==> src/rtl/cpu_defs.sv <==
// Shared CPU constants and the fetch-queue entry layout.
package cpu_defs;

  localparam logic [31:0] PC_DEFAULT = 32'h0000_3000;
  localparam int unsigned IM_WORDS   = 4096;
  localparam logic [4:0]  EXC_ADEL   = 5'd4;
  localparam logic [31:0] NOP        = 32'h0;

  typedef struct packed {
    logic [31:0] pc;
    logic [31:0] instr;
    logic        exc;
  } fetch_entry_t;

endpackage

==> src/rtl/fetch_fifo.sv <==
// Generic synchronous FIFO with show-ahead head, clear and occupancy count.
module fetch_fifo #(
  parameter int unsigned DEPTH = 4,
  parameter int unsigned WIDTH = 65,
  localparam int unsigned AW = $clog2(DEPTH)
) (
  input  logic             clk,
  input  logic             reset,
  input  logic             clear,
  input  logic             push,
  input  logic             pop,
  input  logic [WIDTH-1:0] wdata,
  output logic [WIDTH-1:0] rdata,
  output logic [AW:0]      count,
  output logic             full,
  output logic             empty
);

  logic [AW-1:0]    wr_ptr_q, wr_ptr_d;
  logic [AW-1:0]    rd_ptr_q, rd_ptr_d;
  logic [AW:0]      count_q, count_d;
  logic [WIDTH-1:0] mem_q [DEPTH];
  logic [WIDTH-1:0] mem_d [DEPTH];
  logic             do_push, do_pop;

  assign full    = (count_q == (AW+1)'(DEPTH));
  assign empty   = (count_q == '0);
  assign do_push = push & ~full & ~clear;
  assign do_pop  = pop & ~empty & ~clear;
  assign count   = count_q;
  assign rdata   = empty ? '0 : mem_q[rd_ptr_q];

  always_comb begin
    wr_ptr_d = wr_ptr_q;
    rd_ptr_d = rd_ptr_q;
    count_d  = count_q;
    mem_d    = mem_q;
    if (clear) begin
      wr_ptr_d = '0;
      rd_ptr_d = '0;
      count_d  = '0;
    end else begin
      if (do_push) begin
        mem_d[wr_ptr_q] = wdata;
        wr_ptr_d        = wr_ptr_q + AW'(1);
      end
      if (do_pop) rd_ptr_d = rd_ptr_q + AW'(1);
      count_d = count_q + (AW+1)'(do_push) - (AW+1)'(do_pop);
    end
  end

  always_ff @(posedge clk) begin
    if (reset) begin
      wr_ptr_q <= '0;
      rd_ptr_q <= '0;
      count_q  <= '0;
    end else begin
      wr_ptr_q <= wr_ptr_d;
      rd_ptr_q <= rd_ptr_d;
      count_q  <= count_d;
    end
  end

  // Storage needs no reset: the head is masked to zero while empty.
  always_ff @(posedge clk) begin
    mem_q <= mem_d;
  end

endmodule

==> src/rtl/fetch_buffer.sv <==
// Fetch-side prefetch queue: captures {pc, instr, exc} each cycle, feeds decode,
// back-pressures the PC register and drops wrong-path entries on redirect.
module fetch_buffer
  import cpu_defs::*;
#(
  parameter int unsigned DEPTH    = 4,
  parameter logic [31:0] IM_BASE  = PC_DEFAULT,
  parameter int unsigned IM_WORDS = cpu_defs::IM_WORDS
) (
  input  logic                     clk,
  input  logic                     reset,
  input  logic [31:0]              pc_in,
  input  logic [31:0]              instr_in,
  output logic                     pc_en,
  input  logic                     flush,
  input  logic                     id_ready,
  output logic                     id_valid,
  output logic [31:0]              id_pc,
  output logic [31:0]              id_instr,
  output logic                     id_exc,
  output logic [$clog2(DEPTH):0]   count
);

  localparam int unsigned WIDTH  = $bits(fetch_entry_t);
  // 33 bits so the end of IM cannot wrap around the 32-bit space.
  localparam logic [32:0] IM_END = {1'b0, IM_BASE} + 33'(IM_WORDS) * 33'd4;

  fetch_entry_t wr_entry, head;
  logic [WIDTH-1:0] head_raw;
  logic exc, push, pop, full, empty;

  assign exc = (pc_in[1:0] != 2'b00) | (pc_in < IM_BASE) | ({1'b0, pc_in} >= IM_END);

  always_comb begin
    wr_entry.pc    = pc_in;
    wr_entry.instr = exc ? NOP : instr_in;
    wr_entry.exc   = exc;
  end

  assign push  = ~reset & ~flush & ~full;
  assign pop   = id_valid & id_ready & ~flush;
  assign pc_en = flush | ~full;

  fetch_fifo #(
    .DEPTH (DEPTH),
    .WIDTH (WIDTH)
  ) u_fifo (
    .clk   (clk),
    .reset (reset),
    .clear (flush),
    .push  (push),
    .pop   (pop),
    .wdata (wr_entry),
    .rdata (head_raw),
    .count (count),
    .full  (full),
    .empty (empty)
  );

  assign head     = fetch_entry_t'(head_raw);
  assign id_valid = ~empty;
  assign id_pc    = head.pc;
  assign id_instr = head.instr;
  assign id_exc   = head.exc;

endmodule

==> config.mk <==
export PLATFORM = sky130hd
export DESIGN_NAME = fetch_buffer
export DESIGN_NICKNAME = d
export VERILOG_FILES = /design/src/rtl/cpu_defs.sv /design/src/rtl/fetch_fifo.sv /design/src/rtl/fetch_buffer.sv
export SDC_FILE = /design/constraint.sdc
export NUM_CORES = 1
export LEC_CHECK = 0
export ABC_CLOCK_PERIOD_IN_PS = 9400
export CAP_MARGIN = 5
export CORE_ASPECT_RATIO = 0.75
export CORE_UTILIZATION = 40
export DETAILED_ROUTE_END_ITERATION = 12
export SKIP_LAST_GASP = 1
export SYNTH_ARGS = -nofsm -noshare
export SYNTH_HDL_FRONTEND = slang
export SYNTH_SLANG_ARGS = --single-unit
==> constraint.sdc <==
create_clock -name clk -period 9.4 [get_ports clk]
set_input_delay 1.88 -clock clk [delete_from_list [all_inputs] [get_ports clk]]
set_output_delay 1.88 -clock clk [all_outputs]
set_load 0.005 [all_outputs]
### Word level (Yosys, flattened, before mapping)

Index checks and enable logic that the tools add are counted.

| operators by class | value |
|---|---|
| reduce and logical (&&, ||, !) cells | 5 |
| equal/unequal tests | 1 |
| order comparisons | 5 |
| shift-type cells | 0 |
| muxes and demuxes | 8 |
| add/sub/neg operators | 4 |
| bitwise logic cells | 17 |
| multipliers | 0 |
| divide/modulo/power cells | 0 |

Operator list:

| kind | count |
|---|---|
| bitwise mux 260 bit | 1 |
| 2-to-1 mux 65 bit | 4 |
| binary-select mux 65 bit (select 2 bit) | 1 |
| demux 65 bit (select 2 bit) | 1 |
| greater-or-equal comparator 32 x 15 -> 1 bit (second input constant) | 1 |
| < comparator 32 x 14 -> 1 bit (second input constant) | 1 |
| 2-to-1 mux 32 bit | 1 |
| bitwise AND 1 bit | 8 |
| greater-or-equal comparator 3 bit (second input constant) | 2 |
| inverter 2 -> 3 bit | 2 |
| adder 2 x 1 -> 2 bit (second input constant) | 2 |
| inverter 1 bit | 4 |
| adder 3 x 1 -> 3 bit | 1 |
| equality test 3 bit (second input constant) | 1 |
| zero test 3 bit | 1 |
| < comparator 3 x 1 -> 1 bit (second input constant) | 1 |
| OR 1 bit | 3 |
| subtractor 3 x 1 -> 3 bit | 1 |
| AND reduction 2 bit | 1 |
| nonzero test 2 bit | 1 |
| OR reduction 2 bit | 1 |
| logical AND 1 bit | 1 |

| storage, ports and cells | value |
|---|---|
| input bits | 68 |
| ROM bits | 0 |
| memories | 0 |
| memory bits (writable) | 0 |
| logic and storage cells | 47 |
| output and inout port bits | 70 |
| bits in latches | 0 |
| register bits | 267 |

### Depth between registers and ports, before layout

Gate-level depths: netlist of the first run.

| depth | value |
|---|---|
| word-level depth | 7 |
| gate-level depth with buffers | 10 |

### Cells and area by module

From an unflattened synthesis of the first run, not the netlist that was laid out.

| unflattened totals | value |
|---|---|
| cells, all modules | 515 |
| area, all modules | 10,869.2 µm² |

Modules (own cells, without submodules):

| module | area each (µm²) | times used | cells an instance |
|---|---|---|---|
| fetch_fifo | 10,239.8 | 1 | 460 |
| fetch_buffer | 629.4 | 1 | 55 |

### Least setup slack after synthesis of the first run

Ideal clock, no wire load.

| timing | value |
|---|---|
| path kind | input to register |
| start point | input flush |
| end point | register u_fifo.mem_q[0] in the netlist's numbering, enable pin |
| stages | 4 |
| arrival | 4,098 ps |
| path slack | 4,872 ps |
| library setup time | 430 ps |
| data required time | 8,970 ps |
| path through | or2_2 clkbuf_1 nor2_1 and2_1 |

| on the way | value |
|---|---|
| cells in the longest elaborated chain, start to end | 6 |

RTL lines:

| what | line | text |
|---|---|---|
| start, declared | fetch_buffer.sv:15 | `input logic flush,` |
| inverter 1 bit (no source line) * | n/a |  |
| bitwise AND 1 bit (2 in a row) | fetch_buffer.sv:40 | `assign push = ~reset & ~flush & ~full;` |
| bitwise AND 1 bit | fetch_fifo.sv:28 | `assign do_push = push & ~full & ~clear;` |
| bitwise AND 1 bit * | fetch_fifo.sv:28 |  |
| net u_fifo.do_push | fetch_fifo.sv:24 | `logic do_push, do_pop;` |
| AND reduction 2 bit (no source line) * | n/a |  |
| end signal, assigned | fetch_fifo.sv:66 | `mem_q <= mem_d;` |
| end, declared | fetch_fifo.sv:22 | `logic [WIDTH-1:0] mem_q [DEPTH];` |

Mark *: on every way through the listed nets, which the timed path passes. The rest lies on a longest branch.
A chain may end at the register's enable or synchronous reset.

### Final worst setup path of the first run

| timing | value |
|---|---|
| start point | register u_fifo.rd_ptr_q[0] |
| end point | output id_instr[0] |

| on the way | value |
|---|---|
| cells in the longest elaborated chain, start to end | 5 |

RTL lines:

| what | line | text |
|---|---|---|
| start, declared | fetch_fifo.sv:20 | `logic [AW-1:0] rd_ptr_q, rd_ptr_d;` |
| start signal, assigned | fetch_fifo.sv:59 | `rd_ptr_q <= rd_ptr_d;` |
| inverter 2 -> 3 bit (implied by the code) | fetch_fifo.sv:31 | `assign rdata = empty ? '0 : mem_q[rd_ptr_q];` |
| binary-select mux 65 bit (select 2 bit) | fetch_fifo.sv:31 |  |
| 2-to-1 mux 65 bit (implied by the code) (2 in a row) | fetch_fifo.sv:31 |  |
| 2-to-1 mux 65 bit | fetch_fifo.sv:31 |  |
| end, declared | fetch_buffer.sv:19 | `output logic [31:0] id_instr,` |

No other way between the ends. The select of a mux whose other input is x is not followed.

==> results of run 1 <==
-- registers in the layout, summed over array words and instances, names as in the netlist --
| name | cells |
|---|---|
| u_fifo.count | 3 |
| u_fifo.rd_ptr_q | 2 |
| u_fifo.wr_ptr_q | 2 |
| u_fifo.mem_q | 260 |
-- synth_stat cells, types with 2 or more instances --
master    number
nor3_1         2
clkbuf_1      16
nor4b_1       32
nor2_1         9
xor2_1         4
mux4_2        65
and2_1        70
ha_1           6
inv_1          6
nand2_1        2
nor4_1         3
buf_2          7
dfxtp_1        7
edfxtp_1     260
or3_1          2
buf_12         4
buf_6          4
-- how the worst min path moves through the flow --
stage / start / endpoint / slack [ns] / depth (start not counted)
global placement: u_fifo.wr_ptr_q[1] / u_fifo.wr_ptr_q[1] / 0.53 / 2
finish: u_fifo.count[2] / u_fifo.count[2] / 0.57 / 2
detailed placement: u_fifo.count[2] / u_fifo.count[2] / 0.55 / 2
global route: u_fifo.count[2] / u_fifo.count[2] / 0.63 / 2
floorplan: u_fifo.wr_ptr_q[1] / u_fifo.wr_ptr_q[1] / 0.52 / 2
CTS: u_fifo.count[2] / u_fifo.count[2] / 0.57 / 2
-- kinds of logic after synthesis --
logic type	count (synthesis)	share of synthesized area (%)
mux	66	13.8
fa+ha+maj	7	0.892
flops	267	74.5
xor+xnor	5	0.411
simple gates	125	7.86
compound gates	2	0.153
buf+inv	38	2.35
-- power by group through the flow --
stage / Clock [mW] / Combinational [mW] / Sequential, mW
after global placement: 0 / 0.159 / 1.35
after CTS: 1.08 / 0.161 / 1.33
after floorplan: 0 / 0.0676 / 1.35
final: 1.06 / 0.157 / 1.33
after global routing: 1.13 / 0.171 / 1.33
after detailed placement: 0 / 0.160 / 1.35
-- metal layers --
layer / global-route usage (%) / vias up
li1: - / 2348
met1: 23.0 / 2737
met2: 25.9 / 172
met3: 3.13 / 28
met4: 3.41 / 0
met5: 0 / -
-- cell type report --
cell class	count	area, um^2	area share, %
tap	344	430	3.27
sequential	267	7960	60.4
clock inverter	18	184	1.40
timing repair buffer	140	1390	10.6
inverter	6	22.5	0.171
antenna	1	2.50	0.0190
clock buffer	31	691	5.24
multi-input combinational	205	2500	19.0
-- worst max-delay path, delay by kind of cell (launching register included) --
family                 cells  cell delay [ns]
flip-flops                 1             0.75
AND/OR/NAND/NOR            1             0.18
multiplexers               1             0.59
buffers and inverters      2             1.20
-- metrics by stage --
stage / utilization [%] / setup slack, ns / power (mW)
detailed placement: 47.1 / 4.55 / 1.51
global placement: 47.1 / 4.53 / 1.51
finish: 50.5 / 4.22 / 2.54
global route: 50.5 / 3.91 / 2.63
floorplan: - / 4.87 / 1.42
CTS: 50.5 / 4.05 / 2.57
==> results.txt, run 1 <==
run status: completed
NetSw: 0.498 mW
final max-slew violation count: 0
Max Cap Violations: 0
Area Overhead vs Synth: 23.6%
LEAKAGE: 4.24 nW
final hold slack: 0.570 ns
register area share after synthesis: 74.5%
I/O pins: 138
CTS clk-pin slew, worst paths: 0.06 ns
initial antenna violation count: 1
Iter 0 DRT Violations: 358
Wirelength per Cell: 21.6 um
CTS Buffer Depth: 3
mean area per synthesized cell: 20.9 um^2
cell-internal power: 2.04 mW
# hold bufs at CTS: 0
dpl cells: 962
crit path max fanout: 37
Pre-antenna DRT Iters: 4
core area: 26,100 um^2
vias in the first global route: 5,701
CP Data Required Time: 7.52 ns
via/cell ratio: 5.22
Mapped Area: 10,700 um^2
CTS resizes: 0
Top Metal Used: met4
gr usage total: 16.2%
Synth warnings: 0
WL met1: 9.81 mm
synthesized flop and latch total: 267
Synth Instances: 510
main flop type after synthesis: edfxtp_1
nets: 722
syn nets: 585
Critical Path Sink: id_instr[0]
Fill cells: 2,116
Netlist cell types: 28
CP arrival: 3.30 ns
Hold Violations, Final: 0
dominant cell type by area after synthesis: edfxtp_1
sequential share of power: 52.3%
layout cells sized above 1: 17.2%
Slowest cell on crit path: dfxtp_4
DRT antenna net count: 0
CTS tree: yes
Peak Freq: 0.193 GHz
TNS Setup: 0 ns
FF-to-FF End: u_fifo.mem_q[62]
maximum vdd drop: 0.000125 V
critical path capture point type: output port
Hold WC Path Type: flip-flop to flip-flop
Slew Limit Headroom: 24.9%
Final Cycle Share: 55.1%
Cell Count, Final, Fillers Out: 1,012
CP Launch Type: flip-flop
Design Area, Final: 13,200 um^2
Die ar.: 27,300 um^2
Combinational Power Share: 6.2%
setup violators final: 0
most common cell after layout, fill and taps aside: edfxtp_1
Crit. Startpoint: u_fifo.rd_ptr_q[0]
routability cong.: 0.707
DR WL met3: 1.50 mm
Die Span Y: 143 um
flop-to-flop setup slack: 7.10 ns
total CTS buffers: 27
DR DRC count: 0
Pwr per Cell Area: 193 nW/um^2
clk root buf: clkbuf_16
clk sinks: 267
Clock Skews: 0.00899 ns
IO buf count: 137
chip width: 191 um
Initial Util: 40.9%
Cell Area, Placed: 12,300 um^2
critical path, cell by cell: buf_4 -> mux4_2 -> and2_1 -> clkdlybuf4s50_1
grt ovf: 0
Detailed Route WL: 21.8 mm
unrepaired setup endpoints after global routing: false
clock share of power: 41.6%
max incr delay on CP: 0.75 ns
largest net degree at the start of global routing: 67
via count: 5,285
R2R cell count: 3
setup bufs post-CTS: 0
Period minus WS final: 5.18 ns
EDFF count, synth: 260
top cells by area, synth: edfxtp_1, mux4_2, and2_1, nor4b_1, dfxtp_1
share of flip-flops with an asynchronous set or reset: 0%
worst skew pair latency: 0.51 ns
share of the synthesized area in the top cell type: 73.2%
FP Rows: 51
Final HPWL DP: 11.8 mm
Met2 Wirelength: 10.2 mm
Setup CP Type: flip-flop to output port
worst r2r src: u_fifo.count[1]
pin slew with the least headroom to its limit: 1.13 ns
Sw Share: 19.6%
most frequent cells in the layout: edfxtp_1, clkdlybuf4s50_1, and2_1
first-pass GRT wire length: 33.2 mm
H-tree depth: 1
Power figures use the tool's default switching activity.
==> run 2, diff against run 1 <==
--- a/config.mk
+++ b/config.mk
@@ -5,7 +5,7 @@
 export SDC_FILE = /design/constraint.sdc
 export NUM_CORES = 1
 export LEC_CHECK = 0
-export ABC_CLOCK_PERIOD_IN_PS = 9400
+export ABC_CLOCK_PERIOD_IN_PS = 4170
 export CAP_MARGIN = 5
 export CORE_ASPECT_RATIO = 0.75
 export CORE_UTILIZATION = 40
==> constraint.sdc (replaced) <==
create_clock -name clk -period 4.17 [get_ports clk]
set_input_delay 0.834 -clock clk [delete_from_list [all_inputs] [get_ports clk]]
set_output_delay 0.834 -clock clk [all_outputs]
set_load 0.005 [all_outputs]
==> run 2 against run 1 <==
  * Power grew 130%
  * Critical path depth unchanged
  * Clock skew is 0.0082 ns higher
  * Largest power group unchanged
  * Highest routed layer is now met5
==> results.txt, run 2 (synthesis gave the netlist of run 1 again) <==
Cell Area, Placed: 12,400 um^2 (+1.0%)
most common cell after layout, fill and taps aside: edfxtp_1
CTS resizes: 0 (unchanged)
core area: 26,100 um^2 (unchanged)
Reg with most FFs: u_fifo.mem_q
total CTS buffers: 28 (+3.7%)
FP Rows: 51 (unchanged)
TNS Setup: 0 ns (unchanged)
via count: 5,350 (+1.2%)
Slew Limit Headroom: 34.9% (+10 points)
IO buf count: 137 (unchanged)
final max-slew violation count: 0 (unchanged)
Max Cap Violations: 0 (unchanged)
CTS tree: yes
Pre-antenna DRT Iters: 5 (+1)
Setup WS pre-CTS: 0.787 ns (-3.77 ns)
clk root buf: clkbuf_16
clk sinks: 267 (unchanged)
CP Data Required Time: 3.34 ns (-4.18 ns)
max reg flops: 260 (unchanged)
Hold WC Path Type: flip-flop to flip-flop
critical path capture point type: output port
DR DRC count: 0 (unchanged)
crit path max fanout: 40 (+8.1%)
Power, Total: 5.95 mW (+130%)
Wirelength per Cell: 21.2 um (-1.6%)
pin slew with the least headroom to its limit: 0.976 ns (-0.149 ns)
first-pass GRT wire length: 33.3 mm (+0.44%)
Clock Skews: 0.0172 ns (+0.00819 ns)
LEAKAGE: 4.35 nW (+2.6%)
Final Cycle Share: 83.5%
Period minus WS final: 3.48 ns
Iter 0 DRT Violations: 333 (-7.0%)
worst setup margin: 0.689 ns (-3.53 ns)
I/O pins: 138 (unchanged)
final hold slack: 0.564 ns (-0.00571 ns)
Design Area, Final: 13,400 um^2 (+1.7%)
gr usage total: 16.2% (+0.084 points)
CP Launch Type: flip-flop
chip width: 191 um (unchanged)
setup violators final: 0 (unchanged)
# hold bufs at CTS: 0 (unchanged)
layout cells sized above 1: 18.8% (+1.5 points)
Cell Count, Final, Fillers Out: 1,021 (+0.89%)
Fill cells: 2,066 (-2.4%)
Final HPWL DP: 13.1 mm (+11%)
H-tree depth: 1 (unchanged)
worst skew pair latency: 0.53 ns (+0.02 ns)
Die ar.: 27,300 um^2 (unchanged)
Pwr per Cell Area: 443 nW/um^2 (+130%)
setup bufs post-CTS: 0 (unchanged)
Setup CP Type: flip-flop to output port
via/cell ratio: 5.24 (+0.34%)
CTS Buffer Depth: 3 (unchanged)
maximum vdd drop: 0.000333 V (+170%)
initial antenna violation count: 1 (unchanged)
CTS clk-pin slew, worst paths: 0.06 ns (about the same)
nets: 730 (+1.1%)
grt ovf: 0 (unchanged)
unrepaired setup endpoints after global routing: false
Util after Layout: 51.4% (+0.88 points)
largest net degree at the start of global routing: 67 (unchanged)
DRT antenna net count: 0 (unchanged)
diodes inserted: 0 (-1)
dpl cells: 969 (+0.73%)
CP arrival: 2.65 ns (-0.65 ns)
Area Overhead vs Synth: 25.8%
Detailed Route WL: 21.7 mm (-0.77%)
routability cong.: 0.772 (+9.3%)
Die Span Y: 143 um (unchanged)
Hold Violations, Final: 0 (unchanged)
most frequent cells in the layout: edfxtp_1, clkdlybuf4s50_1, and2_1
vias in the first global route: 5,664 (-0.65%)
Initial Util: 40.9% (unchanged)
run status: completed
Peak Freq: 0.287 GHz
==> run 2: cell types whose count changed in the layout (fill, tap and decap cells not counted), sizes merged <==
cell	before	now
clkinv	12	8
buf	3	10
diode	1	0
clkbuf	31	37
bufinv	4	6
clkinvlp	2	1
==> run 2: where the power goes <==
part	internal (mW)	switching [mW]	leakage, nW
Sequential	2.98	0.0141	2.63
Clock	1.64	0.952	0.476
Combinational	0.209	0.154	1.24
Total	4.83	1.12	4.35
==> run 2: routing by layer <==
metal / vias to the layer above / routed length, um / GRT usage (%) / part of all wire (%)
met5: - / 12 / 0 / 0.055
met4: 2 / 327 / 3.58 / 1.5
met3: 29 / 1450 / 3.27 / 6.7
met2: 187 / 10100 / 25.6 / 47
met1: 2764 / 9780 / 23.4 / 45
li1: 2368 / - / - / -
==> run 2: worst paths after layout <==
kind | from | end | depth (start not counted) | slack (ns)
worst max-delay path | u_fifo.rd_ptr_q[0] | id_pc[1] | 4 | 0.69
worst min-delay path | u_fifo.wr_ptr_q[1] | u_fifo.wr_ptr_q[1] | 2 | 0.56
worst max register to register | u_fifo.count[1] | u_fifo.count[2] | 10 | 1.73
worst min register to register | u_fifo.wr_ptr_q[1] | u_fifo.wr_ptr_q[1] | 2 | 0.56
==> run 2: cell type report <==
cell class | count | area (um^2) | share of cell area (%)
multi-input cells | 205 | 2500 | 18.7
well taps | 344 | 430 | 3.21
clock inverters | 15 | 224 | 1.67
inverters | 6 | 22.5 | 0.168
flip-flops and latches | 267 | 7960 | 59.3
repair buffers | 147 | 1520 | 11.3
clock buffers | 37 | 756 | 5.63
==> run 2: worst max-delay path, cell delays in order (launching register included) <==
cell and delay [ns]:
dfxtp_4 0.51, buf_12 0.36, mux4_2 0.61, and2_1 0.18, clkdlybuf4s50_1 0.45
